### src/rtl/mario_snd_cmd_rx.sv
// mario_snd_cmd_rx
// Sound-CPU-side receiver for the main-CPU sound command interface (7J data latch,
// 7M port bits, 7E00H strobe). Resynchronises the main-CPU controls into the
// I_CLK12M domain, captures each command byte when its write strobe ends, presents
// the byte to the I8039 on a MOVX read, and drives the sound CPU /INT, T0, T1 and
// PA[3:0] inputs plus a one-cycle skid trigger.
//
// Ports
//   I_CLK12M     sole clock
//   I_RESET      synchronous reset, active high
//   I_CMD_WR_n   7E00H write strobe from main CPU (async, active low)
//   I_7J_Q       command byte from the 7J latch
//   I_7M_Q       7M port: [0]=/INT req, [1]=T0, [2]=T1, [6:3]=PA3..PA0, [7]=skid
//   I_SND_RD_n   sound CPU external read strobe, active low
//   I_SND_CS     sound CPU command-port select
//   O_SND_DB     command byte to the sound CPU data bus, FF when not selected
//   O_SND_INT_n  sound CPU /INT, active low, registered
//   O_SND_T0     synchronised T0
//   O_SND_T1     synchronised T1
//   O_SND_PA     synchronised PA[3:0]
//   O_SKID_TRIG  one-cycle pulse on a skid request rising edge
//   O_CMD_PEND   command captured and not yet read
//   O_CMD_OVR    sticky: command overwritten while pending
module mario_snd_cmd_rx #(
  parameter int unsigned SYNC_STAGES = 2,
  parameter int unsigned INT_MIN     = 16,
  parameter int unsigned INT_GUARD   = 4
) (
  input  logic       I_CLK12M,
  input  logic       I_RESET,
  input  logic       I_CMD_WR_n,
  input  logic [7:0] I_7J_Q,
  input  logic [7:0] I_7M_Q,
  input  logic       I_SND_RD_n,
  input  logic       I_SND_CS,
  output logic [7:0] O_SND_DB,
  output logic       O_SND_INT_n,
  output logic       O_SND_T0,
  output logic       O_SND_T1,
  output logic [3:0] O_SND_PA,
  output logic       O_SKID_TRIG,
  output logic       O_CMD_PEND,
  output logic       O_CMD_OVR
);

  localparam int unsigned CntMax = (INT_MIN > INT_GUARD) ? INT_MIN : INT_GUARD;
  localparam int unsigned CntW   = (CntMax > 1) ? $clog2(CntMax) : 1;
  localparam logic [CntW-1:0] CntMinLd   = CntW'(INT_MIN - 1);
  localparam logic [CntW-1:0] CntGuardLd = CntW'(INT_GUARD - 1);
  localparam logic [CntW-1:0] CntOne     = CntW'(1);

  // 7M inactive level: /INT request high, everything else low.
  localparam logic [7:0] Port7mIdle = 8'h01;

  typedef enum logic [1:0] {StIdle, StActive, StGuard} int_st_e;

  // Synchronisers
  logic [SYNC_STAGES-1:0] r_wr_sync;
  logic [7:0]             r_7m_sync [SYNC_STAGES];

  // Edge-detect history
  logic r_wr_prev;
  logic r_skid_prev;
  logic r_rd_prev;

  // Command path
  logic [7:0] r_cmd;
  logic [7:0] r_db;
  logic       r_pend;
  logic       r_ovr;
  logic       r_skid_trig;

  // /INT FSM
  int_st_e         r_state;
  logic [CntW-1:0] r_cnt;
  logic            r_int_n;

  logic       w_wr_sync;
  logic [7:0] w_7m;
  logic       w_capture;
  logic       w_rd;
  logic       w_rd_end;
  logic       w_req_n;
  logic       w_skid_rise;

  assign w_wr_sync   = r_wr_sync[SYNC_STAGES-1];
  assign w_7m        = r_7m_sync[SYNC_STAGES-1];
  // Capture on the end of the main-CPU write, when the 7J latch holds the new byte.
  assign w_capture   = ~r_wr_prev & w_wr_sync;
  assign w_rd        = I_SND_CS & ~I_SND_RD_n;
  assign w_rd_end    = r_rd_prev & ~w_rd;
  assign w_req_n     = w_7m[0];
  assign w_skid_rise = ~r_skid_prev & w_7m[7];

  always_ff @(posedge I_CLK12M) begin
    if (I_RESET) begin
      r_wr_sync <= '1;
      for (int i = 0; i < SYNC_STAGES; i++) r_7m_sync[i] <= Port7mIdle;
      r_wr_prev   <= 1'b1;
      r_skid_prev <= 1'b0;
    end else begin
      r_wr_sync    <= {r_wr_sync[SYNC_STAGES-2:0], I_CMD_WR_n};
      r_7m_sync[0] <= I_7M_Q;
      for (int i = 1; i < SYNC_STAGES; i++) r_7m_sync[i] <= r_7m_sync[i-1];
      r_wr_prev   <= w_wr_sync;
      r_skid_prev <= w_7m[7];
    end
  end

  always_ff @(posedge I_CLK12M) begin
    if (I_RESET) begin
      r_cmd       <= 8'h00;
      r_db        <= 8'hFF;
      r_pend      <= 1'b0;
      r_ovr       <= 1'b0;
      r_rd_prev   <= 1'b0;
      r_skid_trig <= 1'b0;
    end else begin
      r_rd_prev   <= w_rd;
      r_db        <= w_rd ? r_cmd : 8'hFF;
      r_skid_trig <= w_skid_rise;
      if (w_capture) begin
        r_cmd  <= I_7J_Q;
        r_pend <= 1'b1;
        // A read finishing this same cycle consumed the old byte, so it is not an overrun.
        if (r_pend && !w_rd_end) r_ovr <= 1'b1;
      end else if (w_rd_end) begin
        r_pend <= 1'b0;
      end
    end
  end

  always_ff @(posedge I_CLK12M) begin
    if (I_RESET) begin
      r_state <= StIdle;
      r_cnt   <= '0;
      r_int_n <= 1'b1;
    end else begin
      case (r_state)
        StIdle: begin
          if (!w_req_n) begin
            r_state <= StActive;
            r_cnt   <= CntMinLd;
            r_int_n <= 1'b0;
          end
        end
        StActive: begin
          // Counter saturates at zero; a held request keeps /INT asserted.
          if (r_cnt != '0) begin
            r_cnt <= r_cnt - CntOne;
          end else if (w_req_n) begin
            r_state <= StGuard;
            r_cnt   <= CntGuardLd;
            r_int_n <= 1'b1;
          end
        end
        StGuard: begin
          if (r_cnt == '0) r_state <= StIdle;
          else             r_cnt   <= r_cnt - CntOne;
        end
        default: begin
          r_state <= StIdle;
          r_cnt   <= '0;
          r_int_n <= 1'b1;
        end
      endcase
    end
  end

  assign O_SND_DB    = r_db;
  assign O_SND_INT_n = r_int_n;
  assign O_SND_T0    = w_7m[1];
  assign O_SND_T1    = w_7m[2];
  assign O_SND_PA    = w_7m[6:3];
  assign O_SKID_TRIG = r_skid_trig;
  assign O_CMD_PEND  = r_pend;
  assign O_CMD_OVR   = r_ovr;

endmodule

### config.mk
export PLATFORM = sky130hd
export DESIGN_NAME = mario_snd_cmd_rx
export DESIGN_NICKNAME = d
export VERILOG_FILES = /design/src/rtl/mario_snd_cmd_rx.sv
export SDC_FILE = /design/constraint.sdc
export NUM_CORES = 1
export LEC_CHECK = 0
export CORE_ASPECT_RATIO = 1.25
export CORE_MARGIN = 2
export CORE_UTILIZATION = 60
export CTS_CLUSTER_SIZE = 10
export DETAILED_ROUTE_END_ITERATION = 12
export DONT_BUFFER_PORTS = 1
export PLACE_DENSITY = 0.75
export SETUP_SLACK_MARGIN = 0.05
export SYNTH_ARGS = -nofsm -noshare
export SYNTH_HDL_FRONTEND = slang
export SYNTH_SLANG_ARGS = --single-unit
### constraint.sdc
create_clock -name I_CLK12M -period 1.67 [get_ports I_CLK12M]
set_clock_uncertainty 0.1 [all_clocks]
set_input_delay 0.167 -clock I_CLK12M [delete_from_list [all_inputs] [get_ports I_CLK12M]]
set_output_delay 0.167 -clock I_CLK12M [all_outputs]
set_load 0.01 [all_outputs]
Word level (Yosys, flattened, before mapping)

Memories as Yosys holds them, arrays and structs flattened.
Index checks and enable logic that the tools add are counted.

Memory bits (writable): 16
Bits in registers: 31
Logic and storage cells: 65
Memories: 1

Bitwise gates (word level): 11
Reductions and logical operators: 11
Equality and inequality tests: 8
Muxes and demuxes: 21
Add/subtract/negate cells: 1

Memory list:

| name      | words | bits a word | rd ports | clocked after memory_dff | wr ports | line | text |
|---|---|---|---|---|---|---|---|
| r_7m_sync | 2     | 8           | 2        | 0                        | 2        | 59   | `logic [7:0] r_7m_sync [SYNC_STAGES];` |

Operators by type and width:

| operator                                         | number |
|---|---|
| two-way mux 4 bit                                | 4 |
| two-way mux 8 bit                                | 2 |
| one-hot mux 4 bit (3 select lines)               | 1 |
| inequality test 2 bit, second input constant     | 5 |
| two-way mux 1 bit                                | 8 |
| two-way mux 2 bit                                | 4 |
| AND reduction 4 bit                              | 2 |
| one-hot mux 2 bit (3 select lines)               | 1 |
| inverter 1 bit                                   | 5 |
| bitwise AND 1 bit                                | 4 |
| zero test 4 bit                                  | 1 |
| nonzero test 4 bit                               | 1 |
| subtractor 4 x 1 -> 4 bit, second input constant | 1 |
| inequality test 3 bit, second input constant     | 1 |
| one-hot mux 1 bit (3 select lines)               | 1 |
| AND reduction 3 bit                              | 1 |
| == test 2 x 1 -> 1 bit, second input constant    | 1 |
| == test 2 bit, second input constant             | 1 |
| zero test 2 bit                                  | 1 |
| OR 1 bit                                         | 2 |
| AND reduction 2 bit                              | 1 |
| nonzero test 2 bit                               | 1 |
| OR reduction 2 bit                               | 1 |
| logical AND 1 bit                                | 1 |
| zero test 1 bit                                  | 1 |

Depth between registers and ports, before layout

Depth after elaboration: 7
Depth in mapped cells: 6
Mapped depth without buffers: 6

Least setup slack after synthesis

Ideal clock, no wire load.

Path type: reg-to-reg
From: register r_cnt[0]
To: register r_cnt[1]
Stages on the path, launching flop included: 6
Period minus slack after synthesis: 1,528 ps
Setup time: 88 ps
Data required time: 1,482 ps
Setup slack: 142 ps
Arrival: 1,340 ps
Cells stage by stage: dfxtp_1 > inv_1 > ha_1 > or3b_4 > o21a_1 > o32ai_2

Word-level cells in the longest chain between the ends: 3

Ends and longest elaborated chain:

| item                                                                      | line     | text |
|---|---|---|
| from (decl)                                                               | 75       | `logic [CntW-1:0] r_cnt;` |
| from (signal assigned)                                                    | 143      | `r_cnt <= CntMinLd;` |
| from (signal assigned)                                                    | 150      | `r_cnt <= r_cnt - CntOne;` |
| from (signal assigned)                                                    | 153      | `r_cnt <= CntGuardLd;` |
| subtractor 4 x 1 -> 4 bit (tied with other cells)                         | 150, 159 |  |
| two-way mux 4 bit (tied with other cells)                                 | 158      | `if (r_cnt == '0) r_state <= StIdle;` |
| one-hot mux 4 bit (3 select lines) or AND reduction 3 bit (tied branches) | n/a      |  |

Several ways; a longest one is shown, not always the timed one. The select of a mux whose other input is x is not followed.
A chain may end at the register's enable or synchronous reset.

Worst setup path after layout

From: register r_cnt[0]
To: register r_cnt[0]

The elaborated chain is that of the path after synthesis.

==> reports/results.txt <==
Outcome: completed
Die footprint: 0.003213 mm²
Synth warn: 0
CP max-delay cell: or3b_4
Drt pass-1 iters: 4
First-pass GRT wire length: 5271 µm
Worst skew pair latency: 0.35 ns
Synth-to-Final Area Change: 21.13%
Routed wire length per instance: 14.57 µm
Yosys cell types: 33
Final nets: 215
Cell row count: 21
Initial core utilization: 62.71%
Die W: 51.11 µm
LEAKAGE: 0.0007757 µW
Crit path largest cell delay: 0.41 ns
Ranking of synthesized cells by area: dfxtp_1 57%, nor2b_1 7.5%, nand2_1 4.5%, a21oi_1 3.9%, or3_1 3.4%
Worst Setup Start Kind: flop
Clk pin slew, worst setup/hold paths: 0.12 ns
Synthesized flop and latch total: 47
Crit-path leading delay family: simple AND/OR/NAND/NOR gates
Cell area after synthesis: 0.001664 mm²
Crit. Startpoint: r_cnt[0]$_SDFFE_PP0P_
Crit path arrival time: 1.69 ns
Setup TNS: 0 ns
Largest net degree at the start of global routing: 47
Clk sinks: 47
N_diodes: 0
Cell taking the most area after synthesis: dfxtp_1
Worst vdd ir: 993.6 µV
Syn nets: 189
CP Buf/Inv Count: 1
Min-Delay Path Class: input port to flop
Top-area cell type share of the netlist area: 56.54%
CTS tree: yes
Total Wirelength: 3292 µm
Max Slew Vio Count: 0
Critical path class: flop to flop
ANT nets after route: 0
Routability Congestion: 0.8018
Top-count cell post-synth: dfxtp_1
Final setup viols: 0
EDFF count, synth: 0
RSZ-0062 raised after global routing: no
Final HPWL DP: 1931 µm
Fin. Hold Viols: 0
CP Max Fanout: 5
Total GRT Usage: 22.30%
Top FF cell, synth: dfxtp_1
Root Buffer: clkbuf_4
Antenna violations before repair: 0
Fin crit share: 92.77%
Async set-reset flop share out of synthesis: 0%
Worst-margin pin slew: 0.4535 ns
Vias in the first global route: 1,193
Max cap viols: 0
Drt initial violations: 24
Commonest cells in the netlist: 47 x dfxtp_1, 20 x nand2_1, 20 x nor2b_1
CP required: 1.81 ns
Tmin final: 1.549 ns
H-tree depth: 2
Share of layout cells above drive strength 1: 18.75%
Total global routing overflow: 0
Seq/Total Area, Yosys: 56.54%
Core area: 0.002654 mm²
FILL cells: 183
CTS max path bufs: 2
I/O pins: 39
Crit. End Element: flop
Syn avg cell area: 10.02 µm²
Post-Synthesis Cells: 166
R2r startpoint: r_cnt[0]$_SDFFE_PP0P_
Critical path cell sequence: inv_2 > ha_4 > or3b_4 > nor3_1 > o21a_1 > nor4_1
Highest Clock Rate: 0.6455 GHz
Power Total: 2117 µW
Vias: 1,204
Via density per instance: 5.327
Chip height: 62.88 µm
PD cells: 1050 mW/mm²
Hold Startpoint: I_SND_CS
Number of I/O port buffers: 0
Relative slew slack: 69.73%
Total CTS buffers: 5
DRC Markers: 0
[logic make-up after synthesis]
kind of cell / share of synthesized area (%)
buf+inv: 6.316
flops: 56.54
fa+ha+maj: 1.504
compound gates: 11.28
simple gates: 24.36
[flip-flops by register name, summed over array words and instances, names as in the netlist]
register / count
O_SND_DB: 8
O_CMD_PEND: 1
r_wr_sync: 2
r_cnt: 4
r_rd_prev: 1
r_skid_prev: 1
r_state: 2
r_wr_prev: 1
O_SND_INT_n: 1
O_CMD_OVR: 1
r_cmd: 8
O_SKID_TRIG: 1
r_7m_sync: 16
[routing by layer]
metal  global-route usage [%]  share of wire (%)
met1                    22.24                 38
met3                    9.091                5.4
met5                        0                  0
met2                    39.29                 55
met4                    9.797                1.5
[per-stage QoR]
step | cells | cell area (µm²) | setup WS [ns] | util (%) | hold slack, ns
finish | 226 | 2016 | 0.1207 | 75.95 | 0.04661
global route | 226 | 2016 | 0.04590 | 75.95 | 0.06619
CTS | 219 | 1946 | 0.05065 | 73.31 | 0.02241
detailed placement | 189 | 1628 | 0.02573 | 61.34 | 0.1422
global placement | 189 | 1628 | 0.1172 | 61.34 | 0.1412
floorplan | 166 | 1664 | 0.1418 | - | 0.1708
[timing repair]
action / 4_1_cts / 5_1_grt
setup endpoints to repair: 2 / 4
pin swaps: 1 / 1
hold endpoints to repair: 47 / 0
hold buffers: 23 / 0
buffers inserted: 0 / 7
gates resized for setup: 3 / 5
[layout make-up]
cell class / instances / area [µm²] / share of cell area (%)
flip-flops and latches: 47 / 943.4 / 46.80
multi-input cells: 103 / 635.6 / 31.53
repair buffers: 32 / 307.8 / 15.27
well taps: 34 / 42.54 / 2.110
clock buffers: 5 / 37.54 / 1.862
clock inverters: 2 / 37.54 / 1.862
inverters: 3 / 11.26 / 0.5587
[final timing paths]
check | depth (start not counted) | slack, ns | to
max | 6 | 0.12 | r_cnt[0]$_SDFFE_PP0P_
min | 2 | 0.05 | r_rd_prev$_SDFF_PP0_
max reg2reg | 6 | 0.12 | r_cnt[0]$_SDFFE_PP0P_
min reg2reg | 1 | 0.31 | O_SKID_TRIG$_SDFF_PP0_
[power breakdown]
group	switching (µW)	internal (µW)	total, µW
combinational	114	142	256
sequential	44.9	1170	1220
clock	335	307	642
total	493	1620	2120
[cells in the final DEF, fill, tap and decap left out, types with 2 or more instances in the layout]
cell and count:
dfxtp_1 45, dlygate4sd3_1 22, nand2_1 20, nor2b_1 19, a21oi_1 13, or3_1 9, buf_4 9, nor2_1 6
or2_2 5, clkbuf_4 5, nor3_1 3, a211oi_1 3, inv_2 2, or3b_4 2, and2b_2 2, o21ai_0 2
o21a_1 2, dfxtp_2 2
(Power assumes the default switching activity.)
